<file path="src/rtl/button_conditioner.sv">
// button_conditioner: three-channel push-button front end.
// Every raw button is synchronised and debounced independently. The btn_a and
// btn_b channels are exposed as levels. The btn_ena channel drives a level that
// toggles on each debounced press, and a one-cycle press strobe.
module button_conditioner #(
    parameter int DEB_CYCLES = 12000,
    parameter int CNT_W      = $clog2(DEB_CYCLES)
) (
    input  logic clk,
    input  logic rst_reg,
    input  logic btn_a,
    input  logic btn_b,
    input  logic btn_ena,
    output logic a,
    output logic b,
    output logic ena,
    output logic ena_pulse
);

    localparam int unsigned NCH = 3;
    localparam logic [CNT_W-1:0] CNT_MAX = CNT_W'(DEB_CYCLES - 1);

    logic [NCH-1:0] raw;
    logic           ena_rise;

    // Gather the raw buttons so every channel gets identical conditioning.
    always_comb begin
        raw = {btn_ena, btn_b, btn_a};
    end

    for (genvar i = 0; i < NCH; i++) begin : g_ch
        logic             sync1;
        logic             sync2;
        logic             stable;
        logic [CNT_W-1:0] cnt;

        // Two-flop synchroniser, then commit sync2 to stable after DEB_CYCLES disagreeing samples.
        always_ff @(posedge clk or posedge rst_reg) begin
            if (rst_reg) begin
                sync1  <= 1'b0;
                sync2  <= 1'b0;
                stable <= 1'b0;
                cnt    <= '0;
            end else begin
                sync1 <= raw[i];
                sync2 <= sync1;
                if (sync2 == stable) begin
                    cnt <= '0;
                end else if (cnt == CNT_MAX) begin
                    stable <= sync2;
                    cnt    <= '0;
                end else begin
                    cnt <= cnt + CNT_W'(1);
                end
            end
        end
    end

    // A press is the edge on which the enable channel's stable register commits 0->1.
    always_comb begin
        ena_rise = ~g_ch[2].stable & g_ch[2].sync2 & (g_ch[2].cnt == CNT_MAX);
    end

    // Data outputs are the debounced levels themselves.
    always_comb begin
        a = g_ch[0].stable;
        b = g_ch[1].stable;
    end

    // Toggle the enable level and strobe once, on the same edge the press commits.
    always_ff @(posedge clk or posedge rst_reg) begin
        if (rst_reg) begin
            ena       <= 1'b0;
            ena_pulse <= 1'b0;
        end else begin
            ena_pulse <= ena_rise;
            if (ena_rise) begin
                ena <= ~ena;
            end
        end
    end

endmodule
</file>
<file path="config.mk">
export PLATFORM = sky130hd
export DESIGN_NAME = button_conditioner
export DESIGN_NICKNAME = d
export VERILOG_FILES = /design/src/rtl/button_conditioner.sv
export SDC_FILE = /design/constraint.sdc
export NUM_CORES = 1
export LEC_CHECK = 0
export CAP_MARGIN = 15
export CORE_ASPECT_RATIO = 0.8
export CORE_MARGIN = 2
export CORE_UTILIZATION = 60
export CTS_BUF_LIST = sky130_fd_sc_hd__clkbuf_8
export DETAILED_ROUTE_END_ITERATION = 10
export GPL_ROUTABILITY_DRIVEN = 0
export PLACE_DENSITY = 0.81
export SLEW_MARGIN = 0
export SYNTH_ARGS = -nofsm -noshare
export SYNTH_HDL_FRONTEND = slang
export SYNTH_SLANG_ARGS = --single-unit
</file>
<file path="constraint.sdc">
create_clock -name clk -period 4.07 [get_ports clk]
set_clock_uncertainty 0.15 [all_clocks]
set_input_delay 0.814 -clock clk [delete_from_list [all_inputs] [get_ports clk]]
set_output_delay 0.814 -clock clk [all_outputs]
set_load 0.1 [all_outputs]
</file>
==> results of run 1 <==
[final timing paths]
check / depth (start not counted) / slack, ps / to / start
min in group asynchronous: 2 / 600 / ena / rst_reg
min: 0 / 210 / g_ch[1].sync2 / g_ch[1].sync1
max reg2reg: 5 / 1890 / g_ch[1].cnt[12] / g_ch[1].cnt[0]
min reg2reg: 0 / 210 / g_ch[1].sync2 / g_ch[1].sync1
max: 1 / 1280 / a / a
max in group asynchronous: 3 / 2680 / b / rst_reg
[logic make-up (layout without fill, tap and decap cells)]
family | Yosys count | count (layout) | share of synthesized area, %
DFF | 53 | 53 | 54.2
buffers and inverters | 17 | 30 | 3.43
and+or+nand+nor | 114 | 114 | 23.3
AOI/OAI and AO/OA | 2 | 2 | 0.563
adders and majority gates | 7 | 7 | 3.58
muxes | 2 | 2 | 0.921
xor gates and xnor gates | 39 | 39 | 14.0
[per-stage QoR]
step / utilization [%] / worst slack (ps) / std cells / instance area [sq um]
after detailed placement: 66.4 / 1610 / 293 / 2560
after global placement: 66.4 / 1620 / 293 / 2560
after CTS: 69.3 / 1260 / 301 / 2670
final: 69.8 / 1280 / 302 / 2690
after floorplan: - / 1820 / 234 / 2440
after global routing: 69.8 / 1220 / 302 / 2690
[metal layers]
layer | vias to the layer above | track usage (%) | wire length [um]
li1 | 808 | - | -
met1 | 716 | 27.0 | 1880
met2 | 15 | 26.3 | 1530
met3 | 7 | 4.91 | 77
met4 | 0 | 7.77 | 59
met5 | - | 0 | 0
[layout make-up]
type                       instances  area share [%]
tap                               55            2.56
clock buffer                       5            2.56
timing repair buffer               9            3.72
multi-input combinational        164            38.4
clock inverter                     3            1.63
sequential                        53            49.3
inverter                          13            1.81
[power groups by stage]
stage	Clock, mW	Sequential [mW]	Combinational (mW)
3_5_place_dp	0	0.558	0.0379
2_1_floorplan	0	0.556	0.0310
3_3_place_gp	0	0.558	0.0376
4_1_cts	0.365	0.548	0.0380
6_report	0.352	0.548	0.0390
5_1_grt	0.383	0.550	0.0466
[placed cells by master (no fill, tap or decap), types with 2 or more instances in the layout]
cell              n
nand3_1          16
nor4_1            8
mux2_2            2
nand2_1          10
or4b_1            2
clkbuf_8          5
nor4_2            2
nor2_1           49
dfrtp_1          53
xnor2_1          28
xor2_1           11
inv_1            12
clkdlybuf4s50_1   8
nor3_1            9
or2b_2            2
ha_1              7
nand4_1          10
[registers in the layout, summed over array words and instances (netlist names)]
| signal | flops |
|---|---|
| a | 1 |
| b | 1 |
| ena | 1 |
| ena_pulse | 1 |
| g_ch.cnt | 42 |
| g_ch.stable | 1 |
| g_ch.sync1 | 3 |
| g_ch.sync2 | 3 |
[cell usage after synthesis]
library cell / instances
or2_2: 1
nor2_1: 49
mux2_2: 2
and3_1: 1
xor2_1: 11
a21oi_1: 1
and4_1: 1
nand3_1: 16
nand4_1: 10
or2b_2: 2
nand4b_1: 1
and2_1: 1
xnor2_1: 28
buf_4: 1
nand2_1: 10
buf_2: 1
nor4_2: 2
ha_1: 7
nand4bb_1: 1
or4b_1: 2
dfrtp_1: 53
a31o_2: 1
nor4_1: 8
nor3_1: 9
inv_1: 13
buf_6: 2
[worst register-to-register path, cell delays in order (launching register included)]
cell     delay [ps]
dfrtp_1         470
ha_1            250
or4b_1          470
nor4_2          330
or2b_2          320
nor2_1           80
==> results.toml, run 1 <==
[timing]
layout_worst_path_cycle_share_pct = 68.6
finalSetupTns_ps = 0
setup_viol = 0
max_slew_margin_pct = 35.7
hold_slack_ps = 208
slew_violations = 0
min_period_ps = 2790
rsz0062_at_grt = "no"
tightest_slew_ps = 962
finalHoldViolCount = 0
fmax_mhz = 358

[clocking]
clkTransAtPathRegs_ps = 90
cts_hold_buf = 0
cts_buffers = 5
clk_latency_ps = 300
root_buffer = "clkbuf_8"
cts_resized = 0
post-cts-setup-buffers = 0
cts_max_level = 2
cts_buffer_depth = 2
cts_tree = "built"
cts_sinks = 53

[floorplan]
start_util_pct = 63.4
die-area_sq_um = 4600
coreArea_sq_um = 3850
rows = 20
io_pins = 9
dieHeight_um = 61.1
die_x_um = 75.4

[finish]
nets = 258
multi_input_area_sq_um = 1030
diodes = 0
drive_above_1_share_pct = 7.29
syn2layout_area_growth_pct = 10.1
regArea_sq_um = 1330
filler_cell_count = 302

[routing]
detail-route-antenna-nets = 0
vias_per_cell = 5.12
drt_iter0_markers = 95
drc = 0
routed_wl_mm = 3.55
num_vias = 1546
wire_per_inst_um = 11.8
drt_first_pass_iters = 4

[logic_synthesis]
synth_cells = 234
synth_nets = 246
synth_area_leader_cell = "dfrtp_1"
avgSynthCellArea_sq_um = 10.4
synth.distinct_cells = 26
yosys_warnings = 0
synth-seq-area-share_pct = 54.2
synth-seq-cells = 53
synth_top_cell_area_share_pct = 54.2
netlist_area_sq_um = 2440
synthTopCellsByArea = "dfrtp_1 (54%), xnor2_1 (10%), nor2_1 (7.5%)"

[pwr]
vdd_drop_max_mv = 0.241
p_per_area_nw_per_um2 = 349
power.share.combinational_pct = 4.2
intPower_mw = 0.736
seqPwrFrac_pct = 58.3
p_switching_mw = 0.203
fin_total_pwr_mw = 0.939
swShare_pct = 21.7
p_leak_nw = 1.12
clkPwrFrac_pct = 37.5

[run]
cap_violations = 0

[worst_setup_path]
worstPathCellList = "clkdlybuf4s50_1"
crit_type = "flip-flop to output pin"
endpoint_kind = "output pin"
crit_fanout = 3
cp-start-kind = "flip-flop"
cp.arrival_ps = 1830
path_delay_family = "buffers and inverters"
cp_num_buf_inv = 1
critical_path.max_stage_delay_ps = 1140
cp_slowest_cell = "clkdlybuf4s50_1"
crit_required_ps = 3110

[grt]
grt_pass1_vias = 1447
grt_max_degree = 54
overflow = 0
antenna_found_initial = 0
grt_pass1_wl_mm = 6.39
gr-usage-all-layers_pct = 18.5

[min_path]
hold_path.class = "flip-flop to flip-flop"

[placement]
numPortBuffers = 8
dpl.hpwl_mm = 2.45

[outcome]
status = "completed"
Power figures use the tool's default switching activity.
==> run 2, diff against run 1 <==
--- a/config.mk
+++ b/config.mk
@@ -8,11 +8,11 @@
 export CAP_MARGIN = 15
 export CORE_ASPECT_RATIO = 0.8
 export CORE_MARGIN = 2
-export CORE_UTILIZATION = 60
+export CORE_UTILIZATION = 56
 export CTS_BUF_LIST = sky130_fd_sc_hd__clkbuf_8
 export DETAILED_ROUTE_END_ITERATION = 10
 export GPL_ROUTABILITY_DRIVEN = 0
-export PLACE_DENSITY = 0.81
+export PLACE_DENSITY = 0.79
 export SLEW_MARGIN = 0
 export SYNTH_ARGS = -nofsm -noshare
 export SYNTH_HDL_FRONTEND = slang
==> constraint.sdc (replaced) <==
create_clock -name clk -period 2.4 [get_ports clk]
set_clock_uncertainty 0.15 [all_clocks]
set_input_delay 0.48 -clock clk [delete_from_list [all_inputs] [get_ports clk]]
set_output_delay 0.48 -clock clk [all_outputs]
set_load 0.1 [all_outputs]
==> results.toml, run 2 (same netlist as run 1, synthesis figures left out) <==
[outcome]
status = "completed"

[finish]
largest_reg_flops = 42
regMostFlops = "g_ch.cnt"
diodes = 0
largest_registers = "g_ch.cnt x42, g_ch.sync1 x3, g_ch.sync2 x3"
syn2layout_area_growth_pct = 8.55
final_common_cell = "dfrtp_1"
regArea_sq_um = 1330
stdcell_area_sq_um = 2650
final_core_util_pct = 63.5
nets = 258
drive_above_1_share_pct = 8.50
final_cell_mix = "dfrtp_1 (53), nor2_1 (49), xnor2_1 (28), nand3_1 (16), inv_1 (13)"
multi_input_area_sq_um = 1030
filler_cell_count = 317

[clocking]
cts_buffers = 5
cts_buffer_depth = 2
cts_hold_buf = 0
root_buffer = "clkbuf_8"
clk_latency_ps = 300
cts_tree = "built"
clkTransAtPathRegs_ps = 90
post-cts-setup-buffers = 0
cts_max_level = 2
cts_resized = 0
cts_sinks = 53

[routing]
drc = 0
drt_first_pass_iters = 5
vias_per_cell = 5.20
wire_per_inst_um = 12.8
drt_iter0_markers = 76
num_vias = 1581
routed_wl_mm = 3.88
detail-route-antenna-nets = 0

[worst_setup_path]
cp-start-kind = "flip-flop"
endpoint_kind = "flip-flop"
crit_type = "flip-flop to flip-flop"
crit_fanout = 14
cp.arrival_ps = 2190
crit_required_ps = 2430

[timing]
finalHoldViolCount = 0
slew_violations = 0
min_period_ps = 2160
max_slew_margin_pct = 65.0
setup_viol = 0
fmax_mhz = 463
finalSetupTns_ps = 0
tightest_slew_ps = 521
rsz0062_at_grt = "no"
layout_worst_path_cycle_share_pct = 90.0
timing.final.ws_setup_ps = 240

[floorplan]
die_x_um = 77.9
coreArea_sq_um = 4180
start_util_pct = 58.5
rows = 21
io_pins = 9
die-area_sq_um = 4910
dieHeight_um = 63.1

[placement]
dp_slack_ps = 221
dpl.hpwl_mm = 2.68
numPortBuffers = 8
postPlaceCellArea_sq_um = 2570

[grt]
grt_pass1_wl_mm = 6.79
overflow = 0
grt_pass1_vias = 1532
grt_max_degree = 54
antenna_found_initial = 0
gr-usage-all-layers_pct = 17.6

[min_path]
hold_path.class = "flip-flop to flip-flop"

[run]
cap_violations = 0

[pwr]
vdd_drop_max_mv = 0.257
p_leak_nw = 1.12
p_per_area_nw_per_um2 = 555
[run 2: cell count changes in the layout (fill, tap and decap cells not counted), sizes merged]
cell and change:
bufinv -1, buf +4, clkinv +1, clkdlybuf4s50 -4
[run 2: layout make-up]
cell class / instances / share of cell area (%)
clock buffers: 5 / 2.59
flip-flops and latches: 53 / 50.0
inverters: 13 / 1.84
repair buffers: 9 / 3.39
multi-input cells: 164 / 39.0
clock inverters: 3 / 0.519
well taps: 57 / 2.69
[run 2: layer usage]
layer | global-route usage, % | share of wire [%]
met1 | 24.1 | 51
met2 | 27.0 | 45
met3 | 4.30 | 2.5
met4 | 6.92 | 1.3
met5 | 0 | 0
[run 2: worst paths after layout]
kind	slack, ps	cells past startpoint	to	start
worst max-delay path	240	5	g_ch[1].cnt[8]	g_ch[1].cnt[0]
min in group asynchronous	390	3	g_ch[2].cnt[6]	rst_reg
worst max register to register	240	5	g_ch[1].cnt[8]	g_ch[1].cnt[0]
max in group asynchronous	1470	3	g_ch[0].cnt[0]	rst_reg
worst min-delay path	210	0	g_ch[2].sync2	g_ch[2].sync1
worst min register to register	210	0	g_ch[2].sync2	g_ch[2].sync1
[run 2: power by group]
group / total, mW / internal (mW) / switching (mW)
logic: 0.0685 / 0.0260 / 0.0425
registers: 0.929 / 0.909 / 0.0198
clock network: 0.474 / 0.199 / 0.276
total: 1.47 / 1.13 / 0.338
[run 2: worst max-delay path, cell delays in order (launching register included)]
cell     delay [ps]
dfrtp_1         460
ha_1            240
or4b_1          460
nor4_2          330
or2b_2          320
nor2_1           90
[run 2: metrics by stage]
stage / power [mW] / hold slack [ps] / std cells
global route: 1.55 / 230 / 304
floorplan: 0.995 / 181 / 234
finish: 1.47 / 205 / 304
global placement: 1.01 / 183 / 296
detailed placement: 1.02 / 187 / 296
CTS: 1.49 / 207 / 304
